`src/rtl/line_sample_packer.sv`:
```
// Packs 12-bit line samples into a framed 32-bit word stream (header + two samples per word)
// and buffers it in a show-ahead FIFO with valid/ready output and overflow accounting.
module line_sample_packer #(
    parameter int          SAMPLES_PER_LINE = 1000,
    parameter int          FIFO_DEPTH       = 16,
    parameter logic [7:0]  HDR_TAG          = 8'hA5
) (
    input  logic        clk,
    input  logic        rst,
    input  logic        frame_start_i,
    input  logic        line_start_i,
    input  logic [5:0]  vs_cnt_i,
    input  logic [9:0]  hs_cnt_i,
    input  logic [11:0] sample_i,
    input  logic        sample_vld_i,
    output logic [31:0] out_data_o,
    output logic        out_sop_o,
    output logic        out_eop_o,
    output logic        out_valid_o,
    input  logic        out_ready_i,
    output logic        overflow_o,
    output logic [15:0] drop_cnt_o
);

    localparam int            AW      = $clog2(FIFO_DEPTH);
    localparam logic [AW:0]   DEPTH_C = (AW + 1)'(FIFO_DEPTH);
    localparam logic [15:0]   LAST    = 16'(SAMPLES_PER_LINE - 1);

    typedef enum logic [2:0] {IDLE, WAIT_LINE, HEADER, PACK, DONE} state_t;

    state_t        state, state_nxt;
    logic [15:0]   smp_cnt;
    logic          half_vld;
    logic [11:0]   half_q;
    logic [5:0]    vs_q;
    logic [9:0]    hs_q;
    logic          wr_en;
    logic [33:0]   wr_word;   // {sop, eop, data}
    logic          pack_smp;

    logic [33:0]   mem [FIFO_DEPTH];
    logic [AW-1:0] wr_ptr, rd_ptr;
    logic [AW:0]   fifo_cnt;
    logic          rd, full, wr_ok, drop;

    function automatic logic [15:0] sat_inc(input logic [15:0] v);
        return (v == 16'hFFFF) ? v : v + 16'd1;
    endfunction

    always_ff @(posedge clk) begin
        if (rst) state <= IDLE;
        else     state <= state_nxt;
    end

    // frame_start_i takes priority in every state, including IDLE
    always_comb begin
        state_nxt = state;
        if (frame_start_i) begin
            state_nxt = line_start_i ? HEADER : WAIT_LINE;
        end else begin
            case (state)
                WAIT_LINE, DONE: if (line_start_i) state_nxt = HEADER;
                HEADER:          state_nxt = PACK;
                PACK: begin
                    if (line_start_i)                         state_nxt = HEADER;
                    else if (sample_vld_i && smp_cnt == LAST) state_nxt = DONE;
                end
                default: ;
            endcase
        end
    end

    always_comb begin
        wr_en   = 1'b0;
        wr_word = '0;
        if (frame_start_i) begin
            if (state == PACK && half_vld) begin
                wr_en   = 1'b1;
                wr_word = {2'b01, 4'h0, half_q, 16'h0};
            end
        end else begin
            case (state)
                HEADER: begin
                    wr_en   = 1'b1;
                    wr_word = {2'b10, HDR_TAG, 2'b00, vs_q, 6'b0, hs_q};
                end
                PACK: begin
                    if (line_start_i) begin
                        wr_en   = half_vld;
                        wr_word = {2'b01, 4'h0, half_q, 16'h0};
                    end else if (sample_vld_i && smp_cnt[0]) begin
                        wr_en   = 1'b1;
                        wr_word = {1'b0, smp_cnt == LAST, 4'h0, half_q, 4'h0, sample_i};
                    end
                end
                default: ;
            endcase
        end
    end

    assign pack_smp = (state == PACK) && sample_vld_i && !line_start_i && !frame_start_i;

    always_ff @(posedge clk) begin
        if (rst) begin
            smp_cnt  <= '0;
            half_vld <= 1'b0;
        end else begin
            if (state == HEADER || frame_start_i || (state == PACK && line_start_i))
                half_vld <= 1'b0;
            else if (pack_smp)
                half_vld <= ~smp_cnt[0];
            if (state == HEADER)
                smp_cnt <= '0;
            else if (pack_smp)
                smp_cnt <= smp_cnt + 16'd1;
        end
    end

    always_ff @(posedge clk) begin
        if (pack_smp && !smp_cnt[0]) half_q <= sample_i;
        if (line_start_i && state_nxt == HEADER) begin
            vs_q <= vs_cnt_i;
            hs_q <= hs_cnt_i;
        end
    end

    // Output FIFO: a read in the same cycle frees the slot for a write when full
    assign rd    = out_valid_o && out_ready_i;
    assign full  = (fifo_cnt == DEPTH_C);
    assign wr_ok = wr_en && (!full || rd);
    assign drop  = wr_en && !wr_ok;

    always_ff @(posedge clk) begin
        if (wr_ok) mem[wr_ptr] <= wr_word;
    end

    always_ff @(posedge clk) begin
        if (rst) begin
            wr_ptr   <= '0;
            rd_ptr   <= '0;
            fifo_cnt <= '0;
        end else begin
            if (wr_ok) wr_ptr <= wr_ptr + 1'b1;
            if (rd)    rd_ptr <= rd_ptr + 1'b1;
            case ({wr_ok, rd})
                2'b10:   fifo_cnt <= fifo_cnt + 1'b1;
                2'b01:   fifo_cnt <= fifo_cnt - 1'b1;
                default: fifo_cnt <= fifo_cnt;
            endcase
        end
    end

    assign out_valid_o = (fifo_cnt != '0);
    assign out_data_o  = out_valid_o ? mem[rd_ptr][31:0] : 32'h0;
    assign out_sop_o   = out_valid_o & mem[rd_ptr][33];
    assign out_eop_o   = out_valid_o & mem[rd_ptr][32];

    // A new frame restarts overflow accounting; a flush drop on that edge belongs to the old frame
    always_ff @(posedge clk) begin
        if (rst) begin
            overflow_o <= 1'b0;
            drop_cnt_o <= '0;
        end else if (frame_start_i && state != IDLE) begin
            overflow_o <= 1'b0;
            drop_cnt_o <= '0;
        end else if (drop) begin
            overflow_o <= 1'b1;
            drop_cnt_o <= sat_inc(drop_cnt_o);
        end
    end

endmodule

```
`config.mk`:
```
export PLATFORM = sky130hd
export DESIGN_NAME = line_sample_packer
export DESIGN_NICKNAME = d
export VERILOG_FILES = /design/src/rtl/line_sample_packer.sv
export SDC_FILE = /design/constraint.sdc
export NUM_CORES = 1
export LEC_CHECK = 0
export CORE_MARGIN = 5
export CORE_UTILIZATION = 55
export CTS_BUF_LIST = sky130_fd_sc_hd__clkbuf_16
export DETAILED_ROUTE_END_ITERATION = 8
export PLACE_DENSITY_LB_ADDON = 0.15
export SLEW_MARGIN = 25
export SYNTH_ARGS = -nofsm -noshare
export SYNTH_HDL_FRONTEND = slang
export SYNTH_SLANG_ARGS = --single-unit
export TNS_END_PERCENT = 30
```
`constraint.sdc`:
```
create_clock -name clk -period 10.85 [get_ports clk]
set_input_delay 1.6275 -clock clk [delete_from_list [all_inputs] [get_ports clk]]
set_output_delay 1.6275 -clock clk [all_outputs]
set_load 0.02 [all_outputs]
```
==> results.ini, run 1 <==
[logic_synthesis]
yosysTopAreaCellShare=0.669
synth_fa_ha_area_frac=0.00728
ys.flop_type=edfxtp_1
synth-seq-cells=498
synth_top_family_by_area=multiplexers
synth-async-reset-ratio=0
netlist_area_sq_um=19900
synth-simple-area-share=0.0626
synth_area_per_cell_sq_um=19.0
synth-xor-area-share=0.00791
synth_edf_count=444
synthMuxAreaShare=0.150
yosys.area.top_type=edfxtp_1
netlist_top_cells_area=edfxtp_1, mux4_2, dfxtp_1, and2_1, nor2_1
ys_warn_count=0
seq_area_frac_synth=0.723
synth_cell_types=72
syn_inst=1050
synth_compound_area_frac=0.0324

[timing]
fin_skew_ps=14.6
period_needed_ps=5680
worst_slew_pin_slew_ps=1080
rsz0062_at_grt=false
clock.fmax_ghz=0.176
drv_slew=0
fin_crit_sh=0.523
setup_violations=0
relSlewSlack=0.282
tns_ps=0
hold_ws_ps=483
hold_violations=0

[worst_hold_path]
hold_class=flop to flop
hold_start=smp_cnt[1]

[layout]
insertedDiodeCount=0
final_common_cell=edfxtp_1
fin_cells=1637
n_fill_cell=2484
layout_common_cells=edfxtp_1, mux4_2, clkdlybuf4s50_1
syn_to_final_growth_pct=14.6
drive_gt1_frac=0.219
nNetsFinal=1181

[clock_tree]
postCtsSetupBuffers=0
clk_pin_slew_ps=60
htree_levels=2
cts_tree=done
postCtsHoldBufs=0
clock_sinks=498
cts.repair.resized=0
clkLatencyLatePin_ps=570
root_buffer=clkbuf_16
cts_inserted_buffers=50
ctsLongestPathBuffers=3

[route]
antenna_left=0
drt-pass1-iter-count=6
wl_um=44000
drt-initial-drc-count=939
drcViolationCount=0
num_vias=10212
viasPerCell=6.24
post_drt_wl_per_cell_um=26.9

[run_status]
outcome=complete, no violations

[critical_path]
max_stage_delay_ps=610
cp-start-kind=flop
critical_path.endpoint_type=output port
r2r-start=state[0]
cp.arrival_ps=4050
crit_chain=buf_6, buf_6, mux4_2, mux4_2, and2_1, clkdlybuf4s50_1
cp_max_fo=54
worstSetupPathType=flop to output port
worst_ep_required_time_ps=9220
crit_slowest_cell=buf_6

[die]
dieArea_sq_um=40200
initial_core_util=0.559
core_sq_um=35700
die_w_um=200
num_rows=69
die_y_um=200
ios=86

[power_and_ir_drop]
p_per_area_nw_per_um2=215
ir_worst_vdd_mv=0.141
power_leakage_nw=6.97

[placed_design]
port-buffer-count=79
dp.cells=1545
gp_congestion=0.796
hpwl_um=23600

[global_route]
grtUsageTotal=0.220
grt.overflow.total=0
grt_pass1_vias=10401
grt_pass1_wl_um=66200
grt_max_degree=58
antenna_found_initial=0

[flow_run]
cap_violations=0

==> critical path: cells and delay by family, from the launching register on <==
kind	cells	cell delay [ps]
buf+inv	3	1740
mux	2	1060
flops	1	340
simple gates	1	220
==> cells in the mapped netlist, drive strengths merged (6+ instances only) <==
library cell,number
edfxtp,444
mux4,130
dfxtp,54
nor2,46
and2,34
buf,30
a21oi,28
clkbuf,28
nand2,26
nand3,24
and3,22
o21ai,16
inv,12
a22oi,11
o31ai,11
ha,10
xnor2,10
or3,9
or4,9
nor3,8
xor2,8
nand4,7
nor2b,7
nor4,7
a22o,6
==> area by class of cell <==
type	instances	area [sq um]	area share
clock buffers	51	1280	0.0559
repair buffers	88	866	0.0379
multi-input cells	486	5270	0.230
clock inverters	41	394	0.0173
flip-flops and latches	498	14400	0.631
inverters	12	45.0	0.00197
well taps	461	577	0.0252
==> final timing paths <==
kind | end | slack, ps | cells after the start
setup reg to reg | mem[5][17] | 7280 | 4
setup / recovery | out_data_o[29] | 5170 | 6
hold reg to reg | smp_cnt[1] | 480 | 2
hold / removal | smp_cnt[1] | 480 | 2
==> power breakdown <==
group / total (mW) / internal (mW) / switching, mW
combinational: 1.03 / 0.518 / 0.517
sequential: 2.13 / 2.09 / 0.0324
clock: 1.75 / 1.04 / 0.704
==> state kept, by name, summed over array words and instances, names as in the netlist, named ones only <==
signal      cells
mem           416
drop_cnt_o     16
smp_cnt        16
half_q         12
hs_q           10
vs_q            6
fifo_cnt        5
rd_ptr          4
wr_ptr          4
state           3
half_vld        1
overflow_o      1
==> layer usage <==
metal,part of all wire,vias up,global-route usage
met5,0,-,0
met4,0.017,0,0.0524
met3,0.068,68,0.0410
met2,0.49,363,0.352
met1,0.43,5338,0.321
li1,-,4443,-
==> kinds of logic (layout without fill, tap and decap cells) <==
| group | count (synthesis) | after routing |
|---|---|---|
| flip-flops | 498 | 498 |
| AND/OR/NAND/NOR | 221 | 221 |
| multiplexers | 136 | 136 |
| AO/OA/AOI/OAI | 94 | 94 |
| buffers and inverters | 71 | 192 |
| XOR/XNOR | 18 | 18 |
| adder cells (fa/ha/maj) | 11 | 11 |
| other | 1 | 6 |
==> stage by stage <==
stage                     area, sq um  setup slack (ps)  total power, mW   util
after detailed placement        21200              5390             3.22  0.593
final                           22800              5170             4.91  0.641
after floorplan                 20000              6300             2.87      -
after CTS                       22800              4770             4.96  0.640
after global placement          21200              5140             3.21  0.593
after global routing            22800              4850             5.10  0.641
Note: power is estimated with default switching activity, not from simulation.
==> run 2: changes to the inputs <==
--- a/config.mk
+++ b/config.mk
@@ -6,7 +6,7 @@
 export NUM_CORES = 1
 export LEC_CHECK = 0
 export CORE_MARGIN = 5
-export CORE_UTILIZATION = 55
+export CORE_UTILIZATION = 54
 export CTS_BUF_LIST = sky130_fd_sc_hd__clkbuf_16
 export DETAILED_ROUTE_END_ITERATION = 8
 export PLACE_DENSITY_LB_ADDON = 0.15
==> constraint.sdc (replaced) <==
create_clock -name clk -period 4.6 [get_ports clk]
set_input_delay 0.69 -clock clk [delete_from_list [all_inputs] [get_ports clk]]
set_output_delay 0.69 -clock clk [all_outputs]
set_load 0.02 [all_outputs]
==> results.ini, run 2 (same netlist as run 1, synthesis figures left out) <==
[run_status]
outcome=complete, no violations

[clock_tree]
clkLatencyLatePin_ps=570  ; about the same
cts.repair.resized=0  ; unchanged
root_buffer=clkbuf_16
cts_inserted_buffers=51  ; +2.0%
ctsLongestPathBuffers=3  ; unchanged
cts_tree=done
postCtsHoldBufs=0  ; unchanged
clk_pin_slew_ps=60  ; about the same
htree_levels=2  ; unchanged
postCtsSetupBuffers=0  ; unchanged
clock_sinks=498  ; unchanged

[layout]
design_area_sq_um=23200  ; +1.4%
fin_cells=1682  ; +2.7%
top_register=mem
layout_common_cells=edfxtp_1, mux4_2, clkdlybuf4s50_1
drive_gt1_frac=0.241  ; +0.0220
largest_reg_flops=416  ; unchanged
nNetsFinal=1218  ; +3.1%
insertedDiodeCount=0  ; unchanged
syn_to_final_growth_pct=16.2
largest_registers=mem (416), drop_cnt_o (16), smp_cnt (16)
final_common_cell=edfxtp_1

[route]
drt-initial-drc-count=916  ; -2.4%
top_layer=met4
viasPerCell=6.13  ; -1.8%
antenna_left=0  ; unchanged
dr_wl_met3_um=3360  ; +13%
wl_met1_um=18500  ; -1.0%
wl_um=44100  ; +0.25%
num_vias=10304  ; +0.90%
post_drt_wl_per_cell_um=26.2  ; -2.4%
drcViolationCount=0  ; unchanged
drt-pass1-iter-count=5  ; -1
wl_met2_um=21000  ; -2.7%

[timing]
relSlewSlack=0.318  ; +0.0359
fin_crit_sh=0.870
hold_ws_ps=475  ; -8.59 ps
hold_violations=0  ; unchanged
tns_ps=0  ; unchanged
period_needed_ps=4000
worst_slew_pin_slew_ps=1020  ; -53.9 ps
clock.fmax_ghz=0.250
drv_slew=0  ; unchanged
fin_skew_ps=26.5  ; +12.0 ps
rsz0062_at_grt=false
setup_violations=0  ; unchanged

[global_route]
grt_pass1_wl_um=67100  ; +1.4%
grt.overflow.total=0  ; unchanged
grt_pass1_vias=10720  ; +3.1%
antenna_found_initial=0  ; unchanged
grtUsageTotal=0.219  ; -0.00109
grt_max_degree=48  ; -17%

[die]
die_w_um=202  ; +0.88%
num_rows=70  ; +1.4%
dieArea_sq_um=40900  ; +1.8%
die_y_um=202  ; +0.88%
ios=86  ; unchanged
core_sq_um=36500  ; +2.4%
initial_core_util=0.546  ; -0.0133

[flow_run]
cap_violations=0  ; unchanged

[critical_path]
crit_chain=buf_4, mux4_2, mux4_2, and2_1, clkdlybuf4s50_1
cp_max_fo=35  ; -35%
r2r-start=state[0]
worstSetupPathType=flop to output port
crit_slowest_cell=dfxtp_4
worst_ep_required_time_ps=3910  ; -5310 ps
critical_path.endpoint_type=output port
cp.arrival_ps=3310  ; -740 ps
crit_top_cell=mux4_2
max_stage_delay_ps=720  ; +110 ps
crit_buf_inv=2  ; -1
cpLargestDelayFamily=buffers and inverters
cp-start-kind=flop

[placed_design]
dp.cells=1588  ; +2.8%
port-buffer-count=79  ; unchanged
gp_congestion=0.823  ; +3.5%
hpwl_um=26800  ; +14%
post_dp_cell_area_sq_um=21500  ; +1.7%

[power_and_ir_drop]
ir_worst_vdd_mv=0.373  ; +160%
power_mw=11.5  ; +140%
p_per_area_nw_per_um2=498  ; +130%
power_leakage_nw=7.19  ; +3.1%

[worst_hold_path]
hold_start=smp_cnt[1]
hold_class=flop to flop

## run 2: changes by cell type in the layout (fill, tap and decap cells not counted), sizes merged
cell | previous run | this run
buf | 9 | 45
clkbuf | 51 | 52
bufinv | 8 | 5
inv | 21 | 24
clkinv | 20 | 21
## run 2: per-stage QoR
step            util  setup slack (ps)
6_report       0.634               599
5_1_grt        0.634               462
3_5_place_dp   0.589               861
4_1_cts        0.634               553
3_3_place_gp   0.589               894
2_1_floorplan      -               983
## run 2: power breakdown
part / internal, mW / switching [mW] / total (mW)
combinational: 1.26 / 1.24 / 2.50
clock: 2.34 / 1.69 / 4.02
sequential: 4.94 / 0.0758 / 5.01
## run 2: area by class of cell
| class | instances | area (sq um) |
|---|---|---|
| Fill cell | 2515 | 13400 |
| Clock buffer | 52 | 1300 |
| Tap cell | 468 | 586 |
| Sequential cell | 498 | 14400 |
| Inverter | 12 | 45.0 |
| Timing Repair Buffer | 124 | 1220 |
| Clock inverter | 42 | 344 |
| Multi-Input combinational cell | 486 | 5250 |
## run 2: metal layers
| metal | vias to the layer above | GRT usage |
|---|---|---|
| met5 | - | 0 |
| met4 | 0 | 0.0628 |
| met3 | 76 | 0.0513 |
| met2 | 397 | 0.344 |
| met1 | 5311 | 0.313 |
| li1 | 4520 | - |
## run 2: path summary, 6_finish.rpt
check	cells after the start	to	slack, ps
min	2	smp_cnt[1]	470
max reg2reg	6	mem[2][26]	1570
max	5	out_data_o[5]	600
min reg2reg	2	smp_cnt[1]	470
## run 2: tightest hold or removal path, delay by kind of cell, from the launching register on
kind / cells / cell delay, ps
AOI/OAI and AO/OA: 1 / 50
DFF: 1 / 320
and+or+nand+nor: 1 / 50
